File: src/rtl/adam_periph_irqc.sv
// APB interrupt controller: per-source enable, level/edge trigger, W1C pending,
// lowest-index claim register and a pause handshake that quiesces the bus and irq.
module adam_periph_irqc #(
  parameter int ADDR_WIDTH = 32,
  parameter int DATA_WIDTH = 32,
  parameter int NO_IRQS    = 8
) (
  input  logic                    clk,
  input  logic                    rst,
  input  logic                    pause_req,
  output logic                    pause_ack,
  input  logic [ADDR_WIDTH-1:0]   apb_paddr,
  input  logic                    apb_psel,
  input  logic                    apb_penable,
  input  logic                    apb_pwrite,
  input  logic [DATA_WIDTH-1:0]   apb_pwdata,
  input  logic [DATA_WIDTH/8-1:0] apb_pstrb,
  output logic [DATA_WIDTH-1:0]   apb_prdata,
  output logic                    apb_pready,
  output logic                    apb_pslverr,
  input  logic [NO_IRQS-1:0]      irq_src,
  output logic                    irq
);

  typedef enum logic [1:0] {
    ST_RUN     = 2'd0,
    ST_PAUSING = 2'd1,
    ST_PAUSED  = 2'd2
  } state_t;

  state_t r_state, w_state_nxt;

  logic                  r_alive, r_cr, r_irq;
  logic [NO_IRQS-1:0]    r_ier, r_tr, r_pr, r_src_q;
  logic                  w_active, w_xfer, w_wr, w_rd;
  logic                  w_hit_cr, w_hit_ier, w_hit_pr, w_hit_tr, w_hit_claim, w_err;
  logic [DATA_WIDTH-1:0] w_bmask, w_wdata_m, w_rdata, w_claim_id;
  logic [NO_IRQS-1:0]    w_pend_en, w_claim_oh, w_set, w_clr;
  logic                  w_unused_bits;

  // r_alive keeps the bus outputs quiet until the first clock after reset release.
  assign w_active = r_alive & (r_state != ST_PAUSED);
  assign w_xfer   = apb_psel & apb_penable & w_active;
  assign w_wr     = w_xfer & apb_pwrite;
  assign w_rd     = w_xfer & ~apb_pwrite;

  assign w_hit_cr    = (apb_paddr[7:0] == 8'h00);
  assign w_hit_ier   = (apb_paddr[7:0] == 8'h04);
  assign w_hit_pr    = (apb_paddr[7:0] == 8'h08);
  assign w_hit_tr    = (apb_paddr[7:0] == 8'h0C);
  assign w_hit_claim = (apb_paddr[7:0] == 8'h10);
  assign w_err       = ~(w_hit_cr | w_hit_ier | w_hit_pr | w_hit_tr | w_hit_claim);

  always_comb begin
    w_bmask = '0;
    for (int b = 0; b < DATA_WIDTH/8; b++) w_bmask[8*b +: 8] = {8{apb_pstrb[b]}};
  end

  assign w_wdata_m = apb_pwdata & w_bmask;
  assign w_pend_en = r_pr & r_ier;

  // Descending scan so the lowest pending-and-enabled index wins.
  always_comb begin
    w_claim_oh = '0;
    w_claim_id = '0;
    for (int i = NO_IRQS-1; i >= 0; i--) begin
      if (w_pend_en[i]) begin
        w_claim_oh    = '0;
        w_claim_oh[i] = 1'b1;
        w_claim_id    = DATA_WIDTH'(i + 1);
      end
    end
  end

  assign w_set = (irq_src & ~r_src_q & r_tr) | (irq_src & ~r_tr);
  assign w_clr = ({NO_IRQS{w_wr & w_hit_pr}} & w_wdata_m[NO_IRQS-1:0])
               | ({NO_IRQS{w_rd & w_hit_claim}} & w_claim_oh);

  always_comb begin
    w_rdata = '0;
    if (w_hit_cr)         w_rdata[0]         = r_cr;
    else if (w_hit_ier)   w_rdata[NO_IRQS-1:0] = r_ier;
    else if (w_hit_pr)    w_rdata[NO_IRQS-1:0] = r_pr;
    else if (w_hit_tr)    w_rdata[NO_IRQS-1:0] = r_tr;
    else if (w_hit_claim) w_rdata            = w_claim_id;
  end

  assign apb_prdata  = w_rd ? w_rdata : '0;
  assign apb_pready  = w_active;
  assign apb_pslverr = w_xfer & w_err;
  assign pause_ack   = (r_state == ST_PAUSED);
  assign irq         = r_irq;

  assign w_unused_bits = ^{apb_paddr[ADDR_WIDTH-1:8], w_wdata_m};

  always_ff @(posedge clk or negedge rst) begin
    if (!rst) r_state <= ST_RUN;
    else      r_state <= w_state_nxt;
  end

  // A pause request withdrawn before PAUSED is reached aborts the pause.
  always_comb begin
    w_state_nxt = r_state;
    case (r_state)
      ST_RUN:     if (pause_req) w_state_nxt = ST_PAUSING;
      ST_PAUSING: begin
        if (!pause_req)                w_state_nxt = ST_RUN;
        else if (!apb_psel || w_xfer)  w_state_nxt = ST_PAUSED;
      end
      ST_PAUSED:  if (!pause_req) w_state_nxt = ST_RUN;
      default:    w_state_nxt = ST_RUN;
    endcase
  end

  always_ff @(posedge clk or negedge rst) begin
    if (!rst) begin
      r_alive <= 1'b0;
      r_cr    <= 1'b0;
      r_ier   <= '0;
      r_tr    <= '0;
      r_pr    <= '0;
      r_src_q <= '0;
      r_irq   <= 1'b0;
    end else begin
      r_alive <= 1'b1;
      r_src_q <= irq_src;
      r_pr    <= (r_pr & ~w_clr) | w_set;
      r_irq   <= r_cr & (|w_pend_en) & (r_state == ST_RUN);
      if (w_wr && w_hit_cr && apb_pstrb[0]) r_cr <= apb_pwdata[0];
      if (w_wr && w_hit_ier) r_ier <= (r_ier & ~w_bmask[NO_IRQS-1:0]) | w_wdata_m[NO_IRQS-1:0];
      if (w_wr && w_hit_tr)  r_tr  <= (r_tr  & ~w_bmask[NO_IRQS-1:0]) | w_wdata_m[NO_IRQS-1:0];
    end
  end

endmodule

File: config.mk
export PLATFORM = sky130hd
export DESIGN_NAME = adam_periph_irqc
export DESIGN_NICKNAME = d
export VERILOG_FILES = /design/src/rtl/adam_periph_irqc.sv
export SDC_FILE = /design/constraint.sdc
export NUM_CORES = 1
export LEC_CHECK = 0
export ABC_CLOCK_PERIOD_IN_PS = 2600
export CAP_MARGIN = 20
export CORE_ASPECT_RATIO = 0.75
export CORE_MARGIN = 3
export CORE_UTILIZATION = 36
export CTS_BUF_LIST = sky130_fd_sc_hd__clkbuf_4 sky130_fd_sc_hd__clkbuf_8 sky130_fd_sc_hd__clkbuf_16
export DETAILED_ROUTE_END_ITERATION = 8
export PLACE_DENSITY = 0.77
export SETUP_SLACK_MARGIN = 0.05
export SYNTH_ARGS = -nofsm -noshare
export SYNTH_HDL_FRONTEND = slang
export SYNTH_SLANG_ARGS = --single-unit
File: constraint.sdc
create_clock -name clk -period 2.6 [get_ports clk]
set_input_delay 0.65 -clock clk [delete_from_list [all_inputs] [get_ports clk]]
set_output_delay 0.65 -clock clk [all_outputs]
set_load 0.1 [all_outputs]
==> flow_summary.ini <==
[detailed_routing]
drt_iter0_drc = 186
via_per_inst = 5.294
wl_per_cell_um = 16.55
drt_wl_total_mm = 6.752
vias = 2160
drc = 0
first_pass_iters = 5
postRouteAntennaNets = 0

[cts]
numClockSinks = 37
htreeDepth = 2
clock_latency_ns = 0.30
cts_buffer_depth = 2
clockRootBuffer = clkbuf_8
numCtsBuffers = 5
cts_tree = built
worst_setup_hold_path_clk_slew_ns = 0.07

[logic_synthesis]
synth_top_area_cell = dfrtp_1
yosysSeqAreaShare_pct = 41.11
synth.area.top_cells = dfrtp_1, mux2_2, buf_4
yosys_warnings = 0
syn_inst = 235
ys_ff_latch = 37
synth_area_per_cell_um2 = 9.584
synth.cell_area_um2 = 2252
synth_cell_type_count = 47
yosys.area.top_type_share_pct = 41.11

[outcome]
outcome = complete, but fails checks
failed_checks = setup timing

[worst_setup_path]
crit_buf_inv = 2
cp_slowest_cell = or4_4
cp_data_required_time_ns = 1.95
reg2regPathDepth = 6
crit_chain = buf_2 > nor3b_4 > nand3_2 > or4_4 > a221oi_4 > buf_12
slowest_delay_ns = 0.56
crit_family = simple AND/OR/NAND/NOR gates
crit_cells = 6
worstPathArrival_ns = 2.11
startpoint_type = primary input
crit_type = primary input to output port
r2r_slack_ns = 0.76
cp_max_fo = 2
crit_path_end_kind = output port

[finish]
final_util_pct = 57.62
fin_cells = 408
syn_to_final_growth_pct = 52.11
fillers = 495
antenna_cells = 0
layout.nets = 411
drive_above_1_share_pct = 41.21

[die]
ios = 118
rows = 24
dieArea_um2 = 7251
die_h_um = 74.50
core-area_um2 = 5946
die_w_um = 97.33
start_util_pct = 37.88

[placement]
port_buffers = 42
place_inst = 391
dpl.hpwl_mm = 4.820
gp_congestion = 0.9009

[timing]
setup_viol = 4
max_slew.worst_pin.slew_ns = 0.8304
fin_crit_sh_pct = 106.3
final.setup_skew_ns = 0.004858
final_max_slew_viol_count = 0
setup_tns_ns = -0.4074
fmax_mhz = 361.9
report.final.hold_viol_count = 0
rsz0062_at_grt = true
relSlewSlack_pct = 44.64
setup_slack_ns = -0.1632
final.min_clock_period_ns = 2.763

[global_route]
antenna_found_initial = 0
grt_usage_pct = 19.21
grt_pass1_vias = 2151
grt_max_degree = 38
grt_pass1_wl_mm = 10.70
gr-total-overflow = 0

[power]
cellLeakagePower_nw = 1.510
power_frac_clock_pct = 31.5
p_total_mw = 1.401
p_per_area_nw_per_um2 = 409.0
pwr-share-seq_pct = 42.3
p_switching_mw = 0.4744
intPower_mw = 0.9266
pwr-share-comb_pct = 26.2
vdd_drop_max_uv = 334.4
p_sw_share_pct = 33.86

[worst_hold_path]
hp-class = primary input to async pin

[flow_run]
cap_viol_max_count = 0
power groups by stage:
stage	combinational, mW	sequential [mW]	clock (mW)
after floorplan	0.260	0.602	0
after global placement	0.341	0.603	0
after detailed placement	0.345	0.603	0
after CTS	0.363	0.592	0.453
after global routing	0.383	0.593	0.477
final	0.367	0.593	0.442
per-layer routing:
metal	track usage [%]	vias to the layer above	wire, µm	share of wire [%]
met2	32.34	109	3212	48
met1	24.78	1039	2893	43
li1	-	992	-	-
met5	0	-	0	0
met3	4.686	20	511	7.6
met4	6.605	0	133	2.0
synthesized netlist by cell type (all sizes together):
library cell   n
a211oi         1
mux2i          3
a221oi         3
a21o           2
or2            1
or4b           1
nor2           8
nor4b          1
nand3          4
nand4          6
nor4          10
o21a           1
clkbuf         4
nand2b         6
nor2b          1
o2111ai        1
nor3           4
o41ai          5
buf           27
and2           2
o31ai          3
nand2         39
a21boi         2
a41o           1
o22ai          1
and4b          1
a22oi          7
mux2          19
o211ai         2
a22o           1
a31oi          1
nor3b          3
inv            8
conb           2
or4            1
o21ai         11
and3b          1
a21oi          4
dfrtp         37
metrics by stage:
step           worst slack [ns]  area, µm²  hold slack [ns]
6_report                -0.1632       3426           0.4469
4_1_cts                 -0.2010       3421           0.4736
2_1_floorplan           -0.5578       2447           0.3544
5_1_grt                 -0.2121       3426           0.5162
3_5_place_dp            -0.6014       3176           0.4720
3_3_place_gp            -0.5690       3176           0.4520
kinds of logic (layout without fill, tap and decap cells):
| kind of cell | Yosys count | count (layout) | synth area share [%] |
|---|---|---|---|
| AOI/OAI and AO/OA | 46 | 46 | 14.72 |
| muxes | 22 | 22 | 10.83 |
| and+or+nand+nor | 89 | 89 | 21.83 |
| buffers and inverters | 39 | 111 | 11.17 |
| other | 2 | 25 | 0.3335 |
| DFF | 37 | 37 | 41.11 |
cell usage in the layout (no fill, tap or decap), types with 2 or more instances in the layout:
master / netlist / final
nor2_4: 0 / 5
nor4_1: 10 / 9
clkbuf_8: 0 / 7
nand2_2: 0 / 3
and2_1: 2 / 2
nand3_1: 4 / 3
dfrtp_1: 37 / 37
nand4_1: 6 / 6
buf_6: 2 / 6
nor3_4: 2 / 3
o21ai_0: 11 / 10
buf_4: 24 / 52
nor2_1: 8 / 3
inv_1: 8 / 7
o211ai_1: 2 / 2
buf_12: 0 / 10
o41ai_1: 5 / 5
nand2b_4: 0 / 3
conb_1: 2 / 25
a21o_1: 2 / 2
a221oi_4: 0 / 3
mux2i_1: 3 / 3
o31ai_1: 3 / 3
buf_2: 0 / 4
a22oi_1: 6 / 4
clkdlybuf4s50_1: 0 / 18
nand2b_1: 5 / 3
buf_8: 0 / 2
a21boi_0: 2 / 2
a22oi_2: 1 / 3
mux2_2: 19 / 19
nand2_1: 39 / 36
clkdlybuf4s15_2: 0 / 2
a21oi_1: 4 / 3
final timing paths:
kind | start | endpoint
worst max register to register | r_state[1]$_DFFE_PN0P_ | r_pr[2]$_DFF_PN0_
min in group clk | register | register
worst min register to register | register | register
max in group asynchronous | rst | r_cr$_DFFE_PN0P_
worst max-delay path | apb_paddr[4] | apb_prdata[3]
worst min-delay path | rst | r_src_q[5]$_DFF_PN0_
timing repair:
item / CTS / global route
pin swaps: 14 / 3
resized for setup: 67 / 5
buffers inserted: 11 / 0
hold buffers: 0 / 0
cloned: 0 / 0
setup endpoints to repair: 9 / 8
cell type report:
class / instances / area, µm² / share of cell area [%]
inverters: 8 / 30.03 / 0.8766
repair buffers: 95 / 920.9 / 26.88
multi-input cells: 182 / 1350 / 39.41
well taps: 78 / 97.59 / 2.849
flip-flops and latches: 37 / 925.9 / 27.03
clock buffers: 7 / 96.34 / 2.812
clock inverters: 1 / 5.005 / 0.1461
Note: power is estimated with default switching activity, not from simulation.
